**config.mk**
```make
export PLATFORM = sky130hd
export DESIGN_NAME = ldm_stm_sequencer
export DESIGN_NICKNAME = d
export VERILOG_FILES = /design/src/rtl/ldm_stm_pkg.sv /design/src/rtl/ldm_stm_sequencer_reg_list_scan.sv /design/src/rtl/ldm_stm_sequencer.sv
export SDC_FILE = /design/constraint.sdc
export NUM_CORES = 1
export LEC_CHECK = 0
export ABC_CLOCK_PERIOD_IN_PS = 12660
export CORE_MARGIN = 5
export CORE_UTILIZATION = 26
export CTS_CLUSTER_SIZE = 40
export DETAILED_ROUTE_END_ITERATION = 10
export GPL_TIMING_DRIVEN = 0
export PLACE_DENSITY = 0.5
export SYNTH_ARGS = -nofsm -noshare
export SYNTH_HDL_FRONTEND = slang
export SYNTH_SLANG_ARGS = --single-unit
```
**constraint.sdc**
```tcl
create_clock -name CLK -period 12.66 [get_ports CLK]
set_input_delay 1.899 -clock CLK [delete_from_list [all_inputs] [get_ports CLK]]
set_output_delay 1.899 -clock CLK [all_outputs]
set_load 0.01 [all_outputs]
```
**src/rtl/ldm_stm_pkg.sv**
```systemverilog
// Shared constants and types for the load/store-multiple sequencer.
package ldm_stm_pkg;

    localparam int P_BIT      = 24;
    localparam int U_BIT      = 23;
    localparam int W_BIT      = 21;
    localparam int L_BIT      = 20;
    localparam int WORD_BYTES = 4;

    typedef enum logic [1:0] {
        IDLE   = 2'd0,
        CALC   = 2'd1,
        XFER   = 2'd2,
        FINISH = 2'd3
    } state_t;

    // Addressing-mode and direction bits captured from the instruction.
    typedef struct packed {
        logic p;
        logic u;
        logic w;
        logic l;
    } mode_t;

endpackage

```
**src/rtl/ldm_stm_sequencer_reg_list_scan.sv**
```systemverilog
// Combinational scan of a 16-bit register list: count, lowest set index, non-empty flag.
module reg_list_scan (
    input  logic [15:0] list,
    output logic [4:0]  popcount,
    output logic [3:0]  lowest_idx,
    output logic        any
);

    always_comb begin
        popcount   = '0;
        lowest_idx = '0;
        // Descending walk so the last hit left in lowest_idx is the lowest index.
        for (int i = 15; i >= 0; i--) begin
            if (list[i]) begin
                popcount   = popcount + 5'd1;
                lowest_idx = 4'(i);
            end
        end
        any = |list;
    end

endmodule

```
**src/rtl/ldm_stm_sequencer.sv**
```systemverilog
// LDM/STM beat sequencer: walks the register list, issues one register/address per
// beat and produces the base writeback value on completion.
module ldm_stm_sequencer
    import ldm_stm_pkg::*;
#(
    parameter int ADDR_W     = 32,
    parameter int WORD_BYTES = ldm_stm_pkg::WORD_BYTES
) (
    input  logic              CLK,
    input  logic              RESET,
    input  logic              START,
    input  logic [31:0]       IR,
    input  logic [ADDR_W-1:0] BASE,
    input  logic              MEM_READY,
    output logic              BUSY,
    output logic              XFER_VALID,
    output logic [3:0]        REG_NUM,
    output logic [ADDR_W-1:0] ADDR,
    output logic              XFER_LOAD,
    output logic              WB_EN,
    output logic [ADDR_W-1:0] WB_VALUE,
    output logic              DONE
);

    localparam logic [ADDR_W-1:0] STEP = ADDR_W'(WORD_BYTES);

    state_t            state, state_nxt;
    mode_t             mode_q;
    logic [15:0]       list_q;
    logic [ADDR_W-1:0] base_q, addr_q, wb_q;
    logic              nz_q;

    logic [4:0]        pop;
    logic [3:0]        low;
    logic              any;
    logic [ADDR_W-1:0] offset, start_addr, wb_next;
    logic              unused_ir;

    assign unused_ir = ^{IR[31:25], IR[22], IR[19:16]};

    // list_q holds the full list in CALC and the remaining list in XFER.
    reg_list_scan u_scan (
        .list       (list_q),
        .popcount   (pop),
        .lowest_idx (low),
        .any        (any)
    );

    assign offset  = ADDR_W'(pop) * STEP;
    assign wb_next = mode_q.u ? base_q + offset : base_q - offset;

    // Beats always ascend, so decrementing modes start at the lowest address of the block.
    always_comb begin
        case ({mode_q.p, mode_q.u})
            2'b01:   start_addr = base_q;
            2'b11:   start_addr = base_q + STEP;
            2'b00:   start_addr = base_q - offset + STEP;
            default: start_addr = base_q - offset;
        endcase
    end

    always_ff @(posedge CLK or posedge RESET) begin
        if (RESET) state <= IDLE;
        else       state <= state_nxt;
    end

    always_comb begin
        state_nxt = state;
        case (state)
            IDLE:    if (START) state_nxt = CALC;
            CALC:    state_nxt = any ? XFER : FINISH;
            XFER:    if (MEM_READY && pop == 5'd1) state_nxt = FINISH;
            default: state_nxt = IDLE;
        endcase
    end

    always_ff @(posedge CLK or posedge RESET) begin
        if (RESET) begin
            list_q <= '0;
            mode_q <= '0;
            base_q <= '0;
            addr_q <= '0;
            wb_q   <= '0;
            nz_q   <= 1'b0;
        end else begin
            case (state)
                IDLE: if (START) begin
                    list_q <= IR[15:0];
                    mode_q <= {IR[P_BIT], IR[U_BIT], IR[W_BIT], IR[L_BIT]};
                    base_q <= BASE;
                end
                CALC: begin
                    addr_q <= start_addr;
                    wb_q   <= wb_next;
                    nz_q   <= any;
                end
                XFER: if (MEM_READY) begin
                    list_q <= list_q & ~(16'd1 << low);
                    addr_q <= addr_q + STEP;
                end
                default: ;
            endcase
        end
    end

    always_comb begin
        BUSY       = (state != IDLE);
        XFER_VALID = 1'b0;
        REG_NUM    = '0;
        ADDR       = '0;
        XFER_LOAD  = 1'b0;
        WB_EN      = 1'b0;
        WB_VALUE   = '0;
        DONE       = 1'b0;
        case (state)
            XFER: begin
                XFER_VALID = 1'b1;
                REG_NUM    = low;
                ADDR       = addr_q;
                XFER_LOAD  = mode_q.l;
            end
            FINISH: begin
                DONE     = 1'b1;
                WB_EN    = mode_q.w & nz_q;
                WB_VALUE = WB_EN ? wb_q : '0;
            end
            default: ;
        endcase
    end

endmodule

```
==> impl_metrics.yaml <==
timing:
  relSlewSlack: 0.163
  drv_slew: 0
  tightest_slew_ns: 1.25
  skew_ns: 0.0147
  hold_viol_final: 0
  layout_min_cycle_time_ns: 11.94
  tns_ns: 0
  fmax_ghz: 0.0838
  setup_slack_ns: 0.721
  finalCritPeriodShare: 0.943
  final-setup-viol-count: 0
layout:
  nets: 1652
  num_antenna_cells: 0
  fin_cells: 2141
  drive_gt1_frac: 0.114
  syn_to_final_growth_pct: 26.0
  final_cell_area_um2: 14200
logic_synthesis:
  syn-num-nets: 1499
  ys_async_sr_fraction: 1.00
  synth_seq_cells: 119
  ys_types: 85
  synth-edff-count: 0
  synth_top_cell_area_share: 0.263
  syn_avg_cell_area_um2: 8.13
  synth_warnings: 0
  ys.flop_type: "dfrtp_1"
  seq_area_frac_synth: 0.263
  ys_top_cells_by_area: "dfrtp_1, mux2_2, xnor2_1"
  postSynthCellCount: 1390
  synth_top_cell_by_area: "dfrtp_1"
  syn_area_um2: 11300
route:
  dr_wl_met2_um: 19400
  ant_nets: 0
  drcViolationCount: 0
  avgViaCountPerCell: 5.06
  top_layer: "met5"
  wire_per_inst_um: 19.0
  drt-total-wl_um: 40800
  drt_iter0_markers: 683
  wl_met3_um: 1970
  num_vias: 10824
  firstDrtPassIters: 6
  met1_length_um: 18500
placement:
  dp_slack_ns: -0.653
  dpl.cell_count: 2103
  detailed_place_hpwl_um: 31800
  portBuffers: 127
  placed_area_um2: 13300
  routabilityCongestion: 0.930
clock_tree:
  cts_root_buf: "clkbuf_16"
  cts_buffers: 17
  htree_levels: 4
  cts_tree: "done"
  clock_sinks: 119
  cts_hold_buf: 0
  clkTransAtPathRegs_ns: 0.06
  clk_path_buf_depth: 2
  clock_latency_ns: 0.45
die:
  fp.dieArea_um2: 47700
  die_h_um: 219
  pin_count: 141
  initial_utilization: 0.262
  rows: 76
  dieWidth_um: 219
  core_um2: 43100
setup_path:
  reg2reg_from: "list_q[14]"
  arrival_ns: 12.27
  ff2ff_setup_slack_ns: 0.72
  required_ns: 12.99
  path_max_fanout: 6
  r2r_cells: 58
  critPathMaxStageDelay_ns: 0.61
  path_class: "flip-flop to flip-flop"
  cp-end-kind: "flip-flop"
  worst_setup_path_start_kind: "flip-flop"
  rr_endpoint: "addr_q[29]"
  cp_common_cell: "ha_1"
  crit_slowest_cell: "or3b_2"
min_path:
  hp-class: "flip-flop to flip-flop"
  hp-start: "nz_q"
  hold_end: "nz_q"
  min_path_cells: 1
run:
  maxCapViolCount: 0
grt:
  grt_overflow: 0
  grt_first_pass_wirelength_um: 63100
  grt_max_degree: 91
  grt_usage: 0.169
  grt_antenna_before_repair: 1
  grt_pass1_vias: 10639
run_status:
  status: "finished clean"
[critical path: cells and delay by family, from the launching register on]
family	cells	cell delay, ns
and+or+nand+nor	14	2.70
DFF	1	0.40
muxes	4	0.92
adders and majority gates	10	2.97
buffers and inverters	5	0.58
xor gates and xnor gates	10	1.68
AOI/OAI and AO/OA	15	2.54
[worst max path at each step]
stage / startpoint / to / slack, ns / cells past startpoint
after floorplan: list_q[14] / addr_q[31] / 1.61 / 60
after global routing: list_q[14] / addr_q[19] / -0.04 / 58
after global placement: list_q[15] / addr_q[31] / -0.46 / 60
final: list_q[14] / addr_q[29] / 0.72 / 58
after detailed placement: list_q[15] / addr_q[31] / -0.65 / 60
after CTS: list_q[15] / addr_q[31] / 0.06 / 60
[state kept, by name, summed over array words and instances (netlist names)]
signal / flops
addr_q: 32
base_q: 32
list_q: 16
mode_q: 4
nz_q: 1
state: 2
wb_q: 32
[Yosys cell counts (all sizes together), types with 6 or more instances]
cell / number
nand2: 134
dfrtp: 119
a21oi: 104
nor2: 103
clkbuf: 88
o21ai: 81
xnor2: 81
and2: 74
mux2: 70
xor2: 60
inv: 53
nand3: 40
ha: 39
nor3: 33
nand4: 23
and3: 20
mux2i: 19
a31oi: 16
nor4: 15
a211oi: 13
a21o: 13
o22ai: 13
a22oi: 12
nor2b: 12
a221oi: 11
a22o: 11
buf: 9
a221o: 8
o31ai: 8
or4: 8
xnor3: 8
nand2b: 7
o211ai: 7
o21bai: 7
or2: 7
or3: 6
[cell families (layout without fill, tap and decap cells)]
group,after synthesis,after routing,synth area share
buffers and inverters,151,317,0.0515
AND/OR/NAND/NOR,500,500,0.223
flip-flops,119,119,0.263
adder cells (fa/ha/maj),42,42,0.0477
XOR/XNOR,150,150,0.135
AO/OA/AOI/OAI,339,339,0.191
multiplexers,89,89,0.0883
[cell usage in the layout, fill, tap and decap left out, types with 5 or more instances in the layout]
cell type	count
and2_1	74
or3_1	5
o22ai_1	13
a221o_1	8
buf_4	9
or4_1	8
nor3_1	31
ha_1	39
a221oi_1	10
mux2_2	70
a211oi_1	10
o211ai_1	7
o31ai_1	8
nand2_1	134
a21oi_1	103
xnor2_1	71
xnor3_1	7
or2_2	7
and3_1	20
a21o_1	13
nand4_1	23
clkbuf_16	17
a31oi_1	16
nor2_1	100
a22o_1	11
nand2b_1	7
o21bai_1	7
xor2_1	55
xnor2_2	8
dfrtp_1	119
nor4_1	11
a22oi_1	12
o21ai_0	78
inv_1	51
nor2b_1	11
clkbuf_1	85
nand3_1	39
mux2i_1	15
clkdlybuf4s50_1	127
[layout make-up]
| type | instances | area [um^2] |
|---|---|---|
| buffer | 94 | 368 |
| clock buffer | 19 | 443 |
| clock inverter | 13 | 194 |
| fill | 4550 | 28800 |
| inverter | 54 | 210 |
| multi-input combinational | 1120 | 7960 |
| sequential | 119 | 2980 |
| tap | 585 | 732 |
| timing repair buffer | 137 | 1370 |
[repair_timing]
item | in CTS | in global routing
hold endpoints to repair | 0 | 0
pin swaps | 0 | 6
buffers inserted | 0 | 9
resized for setup | 5 | 33
setup endpoints to repair | 19 | 27
[per-layer routing]
metal / track usage / vias up
li1: - / 5251
met1: 0.223 / 5215
met2: 0.280 / 305
met3: 0.0330 / 51
met4: 0.0523 / 2
met5: 0 / -
[through the flow]
step                hold WS [ns]   util
floorplan                  0.456      -
global placement           0.470  0.309
detailed placement         0.479  0.310
CTS                        0.494  0.325
global route               0.516  0.331
finish                     0.491  0.331
Power is left out: the tool's default activity adds up to more than one toggle a clock period on the data nets, which glitch-free logic cannot reach.
